[src/rtl/vga_sync_tracker.sv]
// Receive-side sync tracker: recovers pixel position from active-low h_sync/v_sync,
// measures line/frame periods and reports lock or loss of lock against the measured timing.
module vga_sync_tracker #(
  parameter int H_ACTIVE    = 1920,
  parameter int V_ACTIVE    = 1080,
  parameter int H_OFFSET    = 192,
  parameter int V_OFFSET    = 41,
  parameter int LOCK_FRAMES = 2
) (
  input  logic        clock,
  input  logic        reset,
  input  logic        h_sync,
  input  logic        v_sync,
  output logic [11:0] x_pos,
  output logic [10:0] y_pos,
  output logic        in_display_area,
  output logic        frame_start,
  output logic [11:0] h_total_meas,
  output logic [10:0] v_total_meas,
  output logic        locked,
  output logic        sync_error
);

  typedef enum logic [1:0] {UNLOCKED, ACQUIRE, LOCKED} state_t;

  localparam logic [11:0] H_MAX  = 12'hFFF;
  localparam logic [10:0] V_MAX  = 11'h7FF;
  localparam logic [11:0] H_OFF  = 12'(H_OFFSET);
  localparam logic [10:0] V_OFF  = 11'(V_OFFSET);
  localparam logic [11:0] H_ACT  = 12'(H_ACTIVE);
  localparam logic [10:0] V_ACT  = 11'(V_ACTIVE);
  localparam logic [3:0]  LOCK_N = 4'(LOCK_FRAMES);

  logic        hs_d1, hs_d2, vs_d1, vs_d2;
  logic [11:0] h_count;
  logic [10:0] v_count;
  logic        v_pend;
  state_t      state;
  logic [11:0] ref_h;
  logic [10:0] ref_v;
  logic [3:0]  match;

  logic        h_edge, v_edge, frame_bnd;
  logic        h_sat, v_sat, timeout;
  logic [11:0] h_meas_new;
  logic [10:0] v_meas_new;
  logic        line_bad, frame_bad;
  logic [11:0] x_next;
  logic [10:0] y_next;
  logic        disp_next;

  assign h_edge    = !hs_d1 && hs_d2;
  assign v_edge    = !vs_d1 && vs_d2;
  assign frame_bnd = h_edge && (v_pend || v_edge);
  assign h_sat     = (h_count == H_MAX);
  assign v_sat     = (v_count == V_MAX);
  assign timeout   = h_sat || v_sat;

  // A saturated counter is not a real period, so the previous measurement is kept and
  // also used for the lock comparisons in that cycle.
  assign h_meas_new = h_sat ? h_total_meas : h_count + 12'd1;
  assign v_meas_new = v_sat ? v_total_meas : v_count + 11'd1;
  assign line_bad   = h_edge && (h_meas_new != ref_h);
  assign frame_bad  = frame_bnd && (line_bad || (v_meas_new != ref_v));

  assign x_next    = h_count - H_OFF;
  assign y_next    = v_count - V_OFF;
  assign disp_next = locked && (x_next < H_ACT) && (y_next < V_ACT);

  // NOTE: sequential state uses non-blocking assignments so every register samples
  // pre-edge values; blocking here would make results depend on statement order.
  always_ff @(posedge clock) begin
    if (reset) begin
      hs_d1           <= 1'b1;
      hs_d2           <= 1'b1;
      vs_d1           <= 1'b1;
      vs_d2           <= 1'b1;
      h_count         <= '0;
      v_count         <= '0;
      v_pend          <= 1'b0;
      h_total_meas    <= '0;
      v_total_meas    <= '0;
      frame_start     <= 1'b0;
      x_pos           <= '0;
      y_pos           <= '0;
      in_display_area <= 1'b0;
    end else begin
      hs_d1       <= h_sync;
      hs_d2       <= hs_d1;
      vs_d1       <= v_sync;
      vs_d2       <= vs_d1;
      frame_start <= frame_bnd;

      if (h_edge) begin
        h_count      <= '0;
        h_total_meas <= h_meas_new;
      end else if (!h_sat) begin
        h_count <= h_count + 12'd1;
      end

      // v_sync may fall anywhere in a line; the frame restarts on the next hsync.
      if (frame_bnd) begin
        v_count      <= '0;
        v_pend       <= 1'b0;
        v_total_meas <= v_meas_new;
      end else begin
        if (v_edge)            v_pend  <= 1'b1;
        if (h_edge && !v_sat)  v_count <= v_count + 11'd1;
      end

      x_pos           <= x_next;
      y_pos           <= y_next;
      in_display_area <= disp_next;
    end
  end

  always_ff @(posedge clock) begin
    if (reset) begin
      state      <= UNLOCKED;
      locked     <= 1'b0;
      sync_error <= 1'b0;
      ref_h      <= '0;
      ref_v      <= '0;
      match      <= '0;
    end else begin
      sync_error <= 1'b0;
      if (timeout) begin
        state  <= UNLOCKED;
        locked <= 1'b0;
        if (state == LOCKED) sync_error <= 1'b1;
      end else begin
        case (state)
          UNLOCKED: begin
            if (frame_bnd) begin
              ref_h <= h_meas_new;
              ref_v <= v_meas_new;
              match <= '0;
              state <= ACQUIRE;
            end
          end
          ACQUIRE: begin
            if (frame_bnd) begin
              if (frame_bad) begin
                ref_h <= h_meas_new;
                ref_v <= v_meas_new;
                match <= '0;
              end else if (match + 4'd1 >= LOCK_N) begin
                state  <= LOCKED;
                locked <= 1'b1;
              end else begin
                match <= match + 4'd1;
              end
            end else if (line_bad) begin
              ref_h <= h_meas_new;
              match <= '0;
            end
          end
          LOCKED: begin
            if (line_bad || frame_bad) begin
              state      <= UNLOCKED;
              locked     <= 1'b0;
              sync_error <= 1'b1;
            end
          end
          default: begin
            state  <= UNLOCKED;
            locked <= 1'b0;
          end
        endcase
      end
    end
  end

endmodule
[config.mk]
export PLATFORM = sky130hd
export DESIGN_NAME = vga_sync_tracker
export DESIGN_NICKNAME = d
export VERILOG_FILES = /design/src/rtl/vga_sync_tracker.sv
export SDC_FILE = /design/constraint.sdc
export NUM_CORES = 1
export LEC_CHECK = 0
export ABC_AREA = 0
export BUFFER_PORTS_ARGS = -buffer_cell sky130_fd_sc_hd__clkbuf_2
export CAP_MARGIN = 0
export CELL_PAD_IN_SITES_DETAIL_PLACEMENT = 1
export CELL_PAD_IN_SITES_GLOBAL_PLACEMENT = 2
export CORE_MARGIN = 5
export CORE_UTILIZATION = 30
export DETAILED_ROUTE_END_ITERATION = 8
export PLACE_DENSITY_LB_ADDON = 0.3
export SLEW_MARGIN = 40
export SYNTH_ARGS = -nofsm -noshare
export SYNTH_HDL_FRONTEND = slang
export SYNTH_SLANG_ARGS = --single-unit
export TNS_END_PERCENT = 20
[constraint.sdc]
create_clock -name clock -period 12.05 [get_ports clock]
set_input_delay 1.205 -clock clock [delete_from_list [all_inputs] [get_ports clock]]
set_output_delay 1.205 -clock clock [all_outputs]
set_load 0.02 [all_outputs]
=== After elaboration in Yosys (flattened, before gate mapping) ===
Cells that the tools add are included.
W data, S select, Z words.

* Flip-flop bits (word level): 107
* Bits of input ports: 4
* Output and inout bits: 50
* Logic and storage cells: 101

* Add/sub/neg operators: 5
* Order comparisons: 3
* Equality and inequality tests: 15
* Mux-type cells: 32
* Bitwise operators: 2
* Reduce and logical (&&, ||, !) cells: 25

{| class="wikitable"
|+ Operators by type and width
! cell !! count
|-
| $mux W12 || 5
|-
| $mux W11 || 4
|-
| $reduce_and A5 Y1 || 5
|-
| $pmux W12 S2 || 1
|-
| $pmux W11 S2 || 1
|-
| $mux W4 || 5
|-
| $add A12 B1 Y12 const B || 1
|-
| $eq A12 B12 Y1 const B || 1
|-
| $lt A12 B11 Y1 const B || 1
|-
| $ne A12 B12 Y1 || 1
|-
| $sub A12 B8 Y12 const B || 1
|-
| $add A11 B1 Y11 const B || 1
|-
| $eq A11 B11 Y1 const B || 1
|-
| $lt A11 B11 Y1 const B || 1
|-
| $ne A11 B11 Y1 || 1
|-
| $sub A11 B6 Y11 const B || 1
|-
| $mux W2 || 5
|-
| $ne A2 B2 Y1 const B || 5
|-
| $logic_and A1 B1 Y1 || 8
|-
| $mux W1 || 8
|-
| $pmux W4 S2 || 1
|-
| $ne A3 B3 Y1 const B || 2
|-
| $pmux W2 S3 || 1
|-
| $reduce_or A2 Y1 || 3
|-
| 12 further kinds || 18
|}

=== Logic depth before layout (Yosys ltp) ===
* Depth in word-level cells: 10
* Mapped depth: 15
* Depth with buffers taken out: 10

=== Worst setup path before layout ===
No wires, ideal clock.

* Path type: reg-to-reg
* Start: reg h_count[6]
* End: reg match[0]
* Setup time: 0.070 ns
* Arrival: 3.926 ns
* Data required time: 11.980 ns
* Setup slack: 8.054 ns
* Stages on the path, launching flop included: 14
* Path buffers: 3
* Clock period less this slack: 3.996 ns
* Cell sequence: dfxtp_1 ha_1 buf_4 and2_1 a311oi_1 xnor2_1 a2111o_1 or4_1 or3_1 buf_2 or4_4 buf_6 or4_1 a21oi_1

* Longest elaborated chain between the ends: 9
* Elaborated cells on any way between the ends: 15
* Classes of those cells: add/sub: 1; eq/ne: 4; mux: 4; bitwise: 1; reduce/logical: 5

{| class="wikitable"
|+ Ends and longest elaborated chain
! what !! line !! RTL
|-
| start: declaration || 35 || <nowiki>logic [11:0] h_count;</nowiki>
|-
| start signal: assignment || 98 || <nowiki>h_count <= h_count + 12'd1;</nowiki>
|-
| $add A12 B1 Y12 or $eq A12 B12 Y1 (tied branches) || 61, 55 ||
|-
| $mux W12 || 61 || <nowiki>assign h_meas_new = h_sat ? h_total_meas : h_count + 12'd1;</nowiki>
|-
| $ne A12 B12 Y1 || 63 || <nowiki>assign line_bad = h_edge && (h_meas_new != ref_h);</nowiki>
|-
| $logic_and A1 B1 Y1 || 63 ||
|-
| $logic_or A1 B1 Y1 || 64 || <nowiki>assign frame_bad = frame_bnd && (line_bad || (v_meas_new != ref_v));</nowiki>
|-
| $logic_and A1 B1 Y1 || 64 ||
|-
| $mux W4 || 143 || <nowiki>if (frame_bad) begin</nowiki>
|-
| $mux W4 || 142 || <nowiki>if (frame_bnd) begin</nowiki>
|-
| $pmux W4 S2 || 132 || <nowiki>case (state)</nowiki>
|-
| end signal: assignment || 151 || <nowiki>match <= match + 4'd1;</nowiki>
|-
| end: declaration || 41 || <nowiki>logic [3:0] match;</nowiki>
|}

Several ways; a longest one is shown, not always the timed one.
A chain may end at the register's enable or synchronous reset.

=== Worst setup path after layout ===
Ends and elaborated chain as after synthesis.

==> metrics.md <==
| Metric | Value |
|---|---|
| Status | finished, final reports clean |
| WP buf/inv | 1 |
| Nets | about 720 |
| CP Launch Type | flop |
| Synth warn | 0 |
| Post-route DRC | 0 |
| Setup_tns | 0 ns |
| Hold slack | around 0.42 ns |
| Initial Util | 0.303 |
| Grt ovf | 0 |
| Die ar. | 21700 µm² |
| CTS Buffer Depth | 2 |
| Pleak | roughly 2.3 nW |
| Family with the most delay on the worst path | simple AND/OR/NAND/NOR gates |
| Vias in the first global route | between 5k and 6k |
| Routed Antenna Nets | 0 |
| Final setup margin | 7.20 ns |
| Hold crit path type | reg2reg |
| Vias | 5183 |
| Post-CTS setup buffer count | 0 |
| Worst-path maximum fanout | 15 |
| TritonRoute pass-1 iters | 4 |
| Slew @ Worst Pin | between 0.8 and 0.9 ns |
| Placer congestion estimate | 0.893 |
| Layout area overhead | 12.2% |
| Endpoints failing setup | 0 |
| DP HPWL | between 10 and 15 mm |
| CTS tree | built |
| Largest net degree at the start of global routing | 44 |
| Mapped Area | ~5700 µm² |
| Crit. path cell count | 11 |
| Cells after Synth | 700 |
| Clock Skew | 0.0115 ns |
| Slew Viols, Final | 0 |
| Sequential cell area fraction in the yosys report | 0.379 |
| Layout cell share with drive strength beyond 1 | 0.128 |
| CTS Buf Count | 9 |
| Die H | 147 µm |
| Clk root buf | clkbuf_16 |
| Slew margin rel. | 0.461 |
| Share of the synthesized area in the top cell type | 0.379 |
| Initial DRC Count | 351 |
| Fin. Hold Viols | 0 |
| Post-synth cell types | 62 |
| Kind of critical path | reg2reg |
| Fmax | 206 MHz |
| Detailed Route WL | 18.3 mm |
| FP Rows | 50 |
| R2r worst-path depth | 11 |
| IO buf count | 53 |
| Reg clk slew, reported paths | 0.08 ns |
| DR WL/cell | 19.2 µm |
| Filler cell count | 2243 |
| CP required | approximately 12 ns |
| RSZ-0062 raised after global routing | false |
| Maxcap violations | 0 |
| WHS Path Cells | 2 |
| Critical path endpoint category | flop |
| Clk sinks | 107 |
| Total track usage | 0.171 |
| Post-place setup slack | 7.04 ns |
| Vias per cell | ~5.4 |
| CP max stage delay | around 0.68 ns |
| First-pass GRT wire length | 29.7 mm |
| Initial antenna violation count | 1 |
| Yosys top cell by area | dfxtp_1 |
| EDFF count, synth | 0 |
| CP max stage cell | dfxtp_1 |
| Final period utilization | 0.402 |
| PwrDens | 118 nW/µm² |
| Synth Area per Inst | 8.08 µm² |
| # diodes | 0 |
| Core Box Area | 18600 µm² |
| Syn_nets | 710 |
| H-tree depth | 3 |
| I/O pin count | 54 |
| Placed instance area | 6020 µm² |
| Worst Path Arrival | 5.13 ns |
| Synth top area cells | dfxtp_1 (38%), nor2_1 (5.5%), a21oi_1 (4.4%) |
| Most used DFF post-synth | dfxtp_1 |
| Hold buffers post-CTS | 0 |
| Skew-Pair Late Insertion Delay | 0.37 ns |
| Most used cell, CP | or4_1 |
| Final Critical Period | 4.85 ns |
| Post-synthesis async set-or-reset flop share | 0 |
| Fin util | 0.340 |
| Post-CTS Resized | 0 |
| Seq cells post-synth | 107 |
| Die Wd | roughly 150 µm |
| Crit-path cells | ha_1 -> nand2_1 -> nor4_4 -> buf_4 -> mux2i_1 -> a2111o_1 -> or4_1 -> or3_1 -> or4_4 -> or4_1 -> a21oi_1 |
| Max VDD drop | approximately 0.066 mV |
| Final instance area | around 6300 µm² |
sequential cells by signal, indices dropped and copies added, names as in the netlist:
signal,flops
locked,1
hs_d2,1
ref_h,12
in_display_area,1
vs_d2,1
vs_d1,1
v_pend,1
h_total_meas,12
v_total_meas,11
v_count,11
frame_start,1
state,2
y_pos,11
x_pos,12
ref_v,11
h_count,12
match,4
sync_error,1
hs_d1,1
report_power, final:
part / internal (mW) / switching (mW) / total [mW]
combinational: 0.0195 / 0.0397 / 0.0592
clock: 0.170 / 0.148 / 0.318
sequential: 0.362 / 0.00859 / 0.371
tightest hold or removal path, stage by stage, from the launching register on:
cell and delay [ns]:
dfxtp_1 0.31, inv_1 0.04, nand2_1 0.04
Yosys cell counts (all sizes together) (5+ instances only):
| library cell | number |
|---|---|
| a2111oi | 5 |
| a211oi | 14 |
| a21oi | 50 |
| a311oi | 5 |
| a31oi | 7 |
| and2 | 9 |
| and3 | 10 |
| and4 | 6 |
| buf | 10 |
| clkbuf | 44 |
| dfxtp | 107 |
| ha | 6 |
| inv | 17 |
| mux2i | 17 |
| nand2 | 66 |
| nand2b | 7 |
| nand3 | 21 |
| nand4 | 14 |
| nor2 | 83 |
| nor2b | 16 |
| nor3 | 25 |
| nor3b | 5 |
| nor4 | 10 |
| o21a | 6 |
| o21ai | 25 |
| or3 | 7 |
| or4 | 9 |
| xnor2 | 28 |
| xor2 | 16 |
metal layers:
metal	global-route usage	wire (µm)
met3	0.0373	759
met4	0.0610	471
met5	0	12
met2	0.272	8610
met1	0.230	8440
path summary, 6_finish.rpt:
| path | from | endpoint | slack [ns] |
|---|---|---|---|
| hold reg to reg | vs_d1 | vs_d2 | 0.42 |
| hold / removal | vs_d1 | vs_d2 | 0.42 |
| setup reg to reg | h_count[6] | match[0] | 7.20 |
| setup / recovery | h_count[6] | match[0] | 7.20 |
kinds of logic after synthesis:
logic type / synth area share
flip-flops: 0.379
buffers and inverters: 0.0509
adder cells (fa/ha/maj): 0.0133
AO/OA/AOI/OAI: 0.174
XOR/XNOR: 0.0761
AND/OR/NAND/NOR: 0.269
multiplexers: 0.0381
area by class of cell:
type	instances	area [µm²]	area share
timing repair buffer	57	295	0.0465
clock buffer	10	239	0.0377
sequential	107	2140	0.338
tap	234	293	0.0462
multi-input combinational	522	3240	0.511
clock inverter	6	70.1	0.0110
inverter	17	63.8	0.0101
layout by cell type (no fill, tap or decap), types with 6 or more instances in the layout:
cell       instances
a211oi_1          14
a21oi_1           50
a31oi_1            7
and2_1             8
and3_1             9
and4_1             6
clkbuf_16          9
clkbuf_2          53
dfxtp_1          107
ha_1               6
inv_1             17
mux2i_1           17
nand2_1           66
nand2b_1           6
nand3_1           19
nand4_1           14
nor2_1            83
nor2b_1           15
nor3_1            24
nor4_1             8
o21a_1             6
o21ai_0           25
or3_1              7
or4_1              8
xnor2_1           28
xor2_1            16
through the flow:
| step | total power [mW] | cells |
|---|---|---|
| after floorplan | 0.419 | 700 |
| final | 0.748 | 953 |
| after CTS | 0.759 | 952 |
| after detailed placement | 0.439 | 936 |
| after global placement | 0.438 | 935 |
| after global routing | 0.782 | 953 |
(Power assumes the default switching activity.)
